## config.mk

```make
export PLATFORM = sky130hd
export DESIGN_NAME = mem_bist_ctrl
export DESIGN_NICKNAME = d
export VERILOG_FILES = /design/src/rtl/mem_bist_pkg.sv /design/src/rtl/mem_bist_addr_gen.sv /design/src/rtl/mem_bist_ctrl.sv
export SDC_FILE = /design/constraint.sdc
export NUM_CORES = 1
export LEC_CHECK = 0
export ABC_AREA = 0
export BUFFER_PORTS_ARGS = -buffer_cell sky130_fd_sc_hd__buf_2
export CAP_MARGIN = 10
export CORE_AREA = 5 5 84 86
export CTS_CLUSTER_DIAMETER = 80
export DETAILED_ROUTE_END_ITERATION = 6
export DIE_AREA = 0 0 89 91
export GPL_ROUTABILITY_DRIVEN = 0
export PLACE_DENSITY = 0.82
export SLEW_MARGIN = 20
export SYNTH_ARGS = -nofsm -noshare
export SYNTH_HDL_FRONTEND = slang
export SYNTH_HIERARCHICAL = 1
export SYNTH_SLANG_ARGS = --single-unit
```

## constraint.sdc

```tcl
create_clock -name clk -period 2.8 [get_ports clk]
set_input_delay 0.28 -clock clk [delete_from_list [all_inputs] [get_ports clk]]
set_output_delay 0.28 -clock clk [all_outputs]
set_load 0.01 [all_outputs]
```

## src/rtl/mem_bist_pkg.sv

```systemverilog
// Shared state encoding and March C- element table for the memory BIST controller.
package mem_bist_pkg;

    typedef enum logic [2:0] {
        IDLE,
        WR,
        RD,
        WAIT,
        CMP,
        DONE
    } state_t;

    typedef struct packed {
        logic dir_up;
        logic has_rd;
        logic rd_one;
        logic has_wr;
        logic wr_one;
    } elem_t;

    localparam int         N_ELEM    = 6;
    localparam logic [2:0] LAST_ELEM = 3'd5;

    // Fields: dir_up, has_rd, rd_one, has_wr, wr_one
    localparam elem_t MARCH_TABLE [N_ELEM] = '{
        '{1'b1, 1'b0, 1'b0, 1'b1, 1'b0},   // E0 up(w0)
        '{1'b1, 1'b1, 1'b0, 1'b1, 1'b1},   // E1 up(r0,w1)
        '{1'b1, 1'b1, 1'b1, 1'b1, 1'b0},   // E2 up(r1,w0)
        '{1'b0, 1'b1, 1'b0, 1'b1, 1'b1},   // E3 down(r0,w1)
        '{1'b0, 1'b1, 1'b1, 1'b1, 1'b0},   // E4 down(r1,w0)
        '{1'b0, 1'b1, 1'b0, 1'b0, 1'b0}    // E5 down(r0)
    };

    function automatic logic [2:0] next_elem(input logic [2:0] cur);
        return (cur == LAST_ELEM) ? cur : cur + 3'd1;
    endfunction

endpackage

```

## src/rtl/mem_bist_addr_gen.sv

```systemverilog
// March sweep address counter: load jumps to the first address of the sweep direction,
// step moves one word, last flags the final address of the current sweep.
module mem_bist_addr_gen #(
    parameter int AW = 4
) (
    input  logic          clk,
    input  logic          rst,
    input  logic          load,
    input  logic          load_up,
    input  logic          step,
    output logic [AW-1:0] addr,
    output logic          last
);

    logic [AW-1:0] addr_q, addr_d;
    logic          up_q, up_d;

    always_comb begin
        addr_d = addr_q;
        up_d   = up_q;
        if (load) begin
            up_d   = load_up;
            addr_d = load_up ? '0 : '1;
        end else if (step) begin
            addr_d = up_q ? addr_q + 1'b1 : addr_q - 1'b1;
        end
    end

    always_ff @(posedge clk or negedge rst) begin
        if (!rst) begin
            addr_q <= '0;
            up_q   <= 1'b1;
        end else begin
            addr_q <= addr_d;
            up_q   <= up_d;
        end
    end

    assign addr = addr_q;
    assign last = up_q ? (addr_q == '1) : (addr_q == '0);

endmodule

```

## src/rtl/mem_bist_ctrl.sv

```systemverilog
// March C- BIST initiator for a synchronous single-port memory; reports busy/done/fail.
// Define MEM_BIST_ERR_LOG_EN to build the first-failure log and mismatch counter on err_*.
module mem_bist_ctrl
    import mem_bist_pkg::*;
#(
    parameter int            DW     = 32,
    parameter int            AW     = 4,
    parameter int            RD_LAT = 1,
    parameter logic [DW-1:0] BG     = '0
) (
    input  logic          clk,
    input  logic          rst,
    input  logic          start,
    output logic          busy,
    output logic          done,
    output logic          fail,
    output logic [DW-1:0] mem_d_in,
    output logic [AW-1:0] mem_addr,
    output logic          mem_en_wr,
    output logic          mem_en_rd,
    input  logic [DW-1:0] mem_d_out,
    output logic [AW-1:0] err_addr,
    output logic [DW-1:0] err_exp,
    output logic [DW-1:0] err_got,
    output logic [7:0]    err_cnt
);

    localparam logic [7:0] WAIT_LAST = 8'(RD_LAT - 2);

    state_t        state_q, state_d;
    logic [2:0]    elem_q, elem_d, elem_nx;
    logic [7:0]    wait_q, wait_d;
    logic          busy_q, busy_d, done_q, done_d, fail_q, fail_d;
    logic          en_wr_q, en_wr_d, en_rd_q, en_rd_d;
    logic [DW-1:0] d_in_q, d_in_d;
    logic          ag_load, ag_load_up, ag_step, ag_last;
    logic [AW-1:0] ag_addr;
    logic          start_run, mismatch;
    elem_t         cur_e, nxt_e, out_e;
    logic [DW-1:0] exp_data;

    assign elem_nx   = next_elem(elem_q);
    assign cur_e     = MARCH_TABLE[elem_q];
    assign nxt_e     = MARCH_TABLE[elem_nx];
    assign exp_data  = cur_e.rd_one ? ~BG : BG;
    assign mismatch  = (state_q == CMP) && (mem_d_out != exp_data);
    assign start_run = ((state_q == IDLE) || (state_q == DONE)) && start;

    mem_bist_addr_gen #(.AW(AW)) u_addr_gen (
        .clk     (clk),
        .rst     (rst),
        .load    (ag_load),
        .load_up (ag_load_up),
        .step    (ag_step),
        .addr    (ag_addr),
        .last    (ag_last)
    );

    always_comb begin
        state_d    = state_q;
        elem_d     = elem_q;
        wait_d     = wait_q;
        done_d     = done_q;
        fail_d     = fail_q | mismatch;
        ag_load    = 1'b0;
        ag_load_up = 1'b1;
        ag_step    = 1'b0;
        out_e      = cur_e;
        case (state_q)
            IDLE, DONE: begin
                if (start_run) begin
                    done_d     = 1'b0;
                    fail_d     = 1'b0;
                    elem_d     = 3'd0;
                    ag_load    = 1'b1;
                    ag_load_up = MARCH_TABLE[0].dir_up;
                    state_d    = MARCH_TABLE[0].has_rd ? RD : WR;
                end
            end
            // A sweep ends on its last address; the next element reloads the counter.
            WR, CMP: begin
                if (!ag_last) begin
                    ag_step = 1'b1;
                    state_d = cur_e.has_rd ? RD : WR;
                end else if (elem_q == LAST_ELEM) begin
                    state_d = DONE;
                    done_d  = 1'b1;
                end else begin
                    elem_d     = elem_nx;
                    ag_load    = 1'b1;
                    ag_load_up = nxt_e.dir_up;
                    state_d    = nxt_e.has_rd ? RD : WR;
                end
            end
            RD: begin
                wait_d  = 8'd0;
                state_d = (RD_LAT == 1) ? CMP : WAIT;
            end
            WAIT: begin
                if (wait_q == WAIT_LAST) state_d = CMP;
                else                     wait_d  = wait_q + 8'd1;
            end
            default: state_d = IDLE;
        endcase

        if (elem_d != elem_q) out_e = nxt_e;
        busy_d  = (state_d == WR) || (state_d == RD) || (state_d == WAIT) || (state_d == CMP);
        en_rd_d = (state_d == RD);
        en_wr_d = (state_d == WR) || ((state_d == CMP) && out_e.has_wr);
        d_in_d  = en_wr_d ? (out_e.wr_one ? ~BG : BG) : d_in_q;
    end

    always_ff @(posedge clk or negedge rst) begin
        if (!rst) begin
            state_q <= IDLE;
            elem_q  <= 3'd0;
            wait_q  <= 8'd0;
            busy_q  <= 1'b0;
            done_q  <= 1'b0;
            fail_q  <= 1'b0;
            en_wr_q <= 1'b0;
            en_rd_q <= 1'b0;
            d_in_q  <= '0;
        end else begin
            state_q <= state_d;
            elem_q  <= elem_d;
            wait_q  <= wait_d;
            busy_q  <= busy_d;
            done_q  <= done_d;
            fail_q  <= fail_d;
            en_wr_q <= en_wr_d;
            en_rd_q <= en_rd_d;
            d_in_q  <= d_in_d;
        end
    end

    assign busy      = busy_q;
    assign done      = done_q;
    assign fail      = fail_q;
    assign mem_d_in  = d_in_q;
    assign mem_addr  = ag_addr;
    assign mem_en_wr = en_wr_q;
    assign mem_en_rd = en_rd_q;

`ifdef MEM_BIST_ERR_LOG_EN
    logic [AW-1:0] err_addr_q, err_addr_d;
    logic [DW-1:0] err_exp_q, err_exp_d, err_got_q, err_got_d;
    logic [7:0]    err_cnt_q, err_cnt_d;

    // A zero count marks "nothing logged yet"; the count saturates so it never wraps back.
    always_comb begin
        err_addr_d = err_addr_q;
        err_exp_d  = err_exp_q;
        err_got_d  = err_got_q;
        err_cnt_d  = err_cnt_q;
        if (start_run) begin
            err_addr_d = '0;
            err_exp_d  = '0;
            err_got_d  = '0;
            err_cnt_d  = 8'd0;
        end else if (mismatch) begin
            if (err_cnt_q == 8'd0) begin
                err_addr_d = ag_addr;
                err_exp_d  = exp_data;
                err_got_d  = mem_d_out;
            end
            if (err_cnt_q != 8'hFF) err_cnt_d = err_cnt_q + 8'd1;
        end
    end

    always_ff @(posedge clk or negedge rst) begin
        if (!rst) begin
            err_addr_q <= '0;
            err_exp_q  <= '0;
            err_got_q  <= '0;
            err_cnt_q  <= 8'd0;
        end else begin
            err_addr_q <= err_addr_d;
            err_exp_q  <= err_exp_d;
            err_got_q  <= err_got_d;
            err_cnt_q  <= err_cnt_d;
        end
    end

    assign err_addr = err_addr_q;
    assign err_exp  = err_exp_q;
    assign err_got  = err_got_q;
    assign err_cnt  = err_cnt_q;
`else
    assign err_addr = '0;
    assign err_exp  = '0;
    assign err_got  = '0;
    assign err_cnt  = 8'd0;
`endif

endmodule

```

==> out/results.txt <==
outcome = finished with violations
failing checks = hold timing
vias in the first global route = 1986
Avg Vias per Cell = 4.842
first-pass GRT wire length = 8749 um
Diodes inserted = 0
CP max FO = 8
Longest Clk Path Bufs = 2
Hold-fix buffers, CTS = 0
fillers = 615
Die ar. = 8099 sq um
# rows = 29
RSZ-0062 raised after global routing = no
synth-to-layout area growth = 0.4168%
Final Max Tran Viols = 0
r2r setup slk = 0.18 ns
fin crit period = 2.619 ns
Max-slew headroom = 0.5717
fin crit share = 0.9352
final wirelength = 5492 um
#FFs+latches synth = 25
Synth top cells by count = buf_4 (108), dfrtp_1 (24), nor2_1 (20)
WP data required = 2.97 ns
final hold violation count = 24
pwr dens = 951.8 nW/um^2
initial antenna violation count = 0
Die W = 89 um
CTS tree = yes
Final #Nets = 417
Slew @ Worst Pin = 0.6425 ns
Crit. Startpoint = u_addr_gen/addr[1]$_DFFE_PN0P_
# setup viols final = 0
PnR worst setup slack = 0.1815 ns
worst path arrival time = 2.79 ns
Residual DRC = 0
Reg-to-Reg Start = u_addr_gen/addr[1]$_DFFE_PN0P_
Post-synth EDFFs = 0
Routed WL per cell = 12.23 um
Mapped Area = 2701 sq um
# clock sinks = 25
vias after detailed routing = 2174
Worst setup SP type = flop
H-tree Lvls = 1
Clock transition at path regs = 0.09 ns
drt pass-1 iters = 4
gr ovfl total = 0
Root Driver = clkbuf_8
Crit Path Class = reg -> reg
Num CTS Buffers = 3
Max Cap Violations = 0
most frequent cell after synthesis = buf_4
worst setup path end = mem_d_in[30]$_DFFE_PN0P_
Ports = 152
Crit. End Element = flop
Core Region = 6205 sq um
top cells by area, synth = buf_4 (30%), dfrtp_1 (22%), ha_1 (3.7%)
DP Wirelength = 4425 um
R2R Path End = mem_d_in[30]$_DFFE_PN0P_
Worst R2R Path Depth = 11
clk_lat worst skew = 0.27 ns
asr flop ratio synth = 1.000
LEAKAGE = 1.397 nW
Synth Warn # = 6
Starting Density = 0.4354
setup TNS = 0 ns
distinct cell type count after synthesis = 60
Hold Path Class = in -> async
FMAX = 381.9 MHz
antenna viol nets, final = 0
Top FF cell, synth = dfrtp_1
layout cells sized above 1 = 0.2661
post-synthesis sequential area ratio = 0.2321
area leader, netlist = buf_4
DR iter-0 viols = 112
GRT Util Overall = 0.1306
Die Ht = 91 um
worst vdd ir = 0.0003238 V
synthesized instance count = 325
IO buf count = 75
Post-Syn Area per Cell = 8.312 sq um
post-place setup slack = 0.1787 ns
largest net degree at the start of global routing = 34
worst hold margin = -0.01952 ns
area fraction of the dominant cell type after synthesis = 0.3001
Clock Skew = 0.006260 ns
-- layer usage --
layer  share of wire  vias up  global-route usage
li1                -     1046                   -
met1            0.35     1007              0.1413
met2            0.53      109              0.2463
met3           0.088       12            0.009955
met4           0.026        0             0.06576
met5               0        -                   0
-- state kept, by name, indices dropped and copies added (netlist names) --
register and count:
elem_q 3, state_q 3, busy 1, u_addr_gen/up_q 1, mem_d_in 1, mem_en_rd 1, done 1, u_addr_gen/addr 4
wait_q 8, mem_en_wr 1, fail 1
-- report_power, final --
group          switching (mW)  internal, mW  total (mW)
combinational           0.943         0.741        1.68
clock                   0.118         0.102       0.220
sequential              0.180         0.498       0.678
total                    1.24          1.34        2.58
-- stage by stage --
stage	power, mW	area [sq um]	util	hold slack, ns	instances
after global routing	2.826	2713	0.4372	0.04088	449
after CTS	2.547	2681	0.4321	0.001680	445
after detailed placement	2.321	2636	0.4249	0.3065	441
final	2.582	2713	0.4372	-0.01952	449
after floorplan	2.163	2983	-	-0.01559	400
after global placement	2.256	2636	0.4249	0.3011	441
-- cell families (layout without fill, tap and decap cells) --
group	after synthesis	count (layout)	synth area share
simple gates	103	103	0.2158
other cells	1	76	0.001388
compound gates	51	51	0.1366
flops	25	25	0.2321
mux	4	4	0.01714
buf+inv	124	96	0.3265
xor+xnor	8	8	0.02594
fa+ha+maj	9	9	0.04447
-- cells in the final DEF, fill, tap and decap left out, drive strengths merged, types with 2 or more instances in the layout --
cell     synthesis  routed
nand3            8       8
nand4           14      14
o211ai           3       3
nor4            11      11
clkbuf           2       4
nor3             6       6
a21oi            8       8
o21ai           18      18
nand2           14      14
nor2            20      20
ha               8       8
conb             1      76
xnor2            5       5
buf            113      83
inv              9       9
o31ai            2       2
xor2             3       3
a211oi           2       2
and3             2       2
or3b             2       2
mux2i            2       2
nor2b            6       6
o21a             2       2
nand2b           7       7
nand4bb          2       2
or3              4       4
mux2             2       2
a21boi           2       2
o22ai            4       4
dfrtp           24      24
-- critical path, stage by stage, from the launching register on --
cell and delay (ns):
dfrtp_1 0.45, and3_1 0.20, nand3_1 0.07, o21ai_0 0.07, buf_4 0.17, buf_4 0.14
or3b_4 0.39, o211ai_2 0.13, a21oi_2 0.08, a2111oi_4 0.33, a31o_4 0.21, mux2_4 0.29
-- worst min path at each step --
| stage | start | end | slack [ns] | cells past startpoint |
|---|---|---|---|---|
| final | rst | busy$_DFF_PN0_ | -0.02 | 1 |
| after global routing | rst | wait_q[7]$_DFFE_PN0P_ | 0.04 | 1 |
| after CTS | rst | busy$_DFF_PN0_ | 0.002 | 1 |
| after detailed placement | rst | wait_q[7]$_DFFE_PN0P_ | 0.31 | 1 |
| after global placement | rst | wait_q[7]$_DFFE_PN0P_ | 0.30 | 1 |
| after floorplan | rst | busy$_DFF_PN0_ | -0.02 | 0 |
-- repair_timing --
action / CTS / global route
buffers inserted: 0 / 4
setup endpoints to repair: 0 / 1
gates resized for setup: 0 / 1
-- layout make-up --
class | instances | area (sq um) | area share
inverter | 9 | 33.78 | 0.01245
sequential | 25 | 628.1 | 0.2315
clock buffer | 4 | 45.04 | 0.01661
multi-input combinational | 251 | 1474 | 0.5434
timing repair buffer | 83 | 435.4 | 0.1605
tap | 77 | 96.34 | 0.03552
Note: power is estimated with default switching activity, not from simulation.
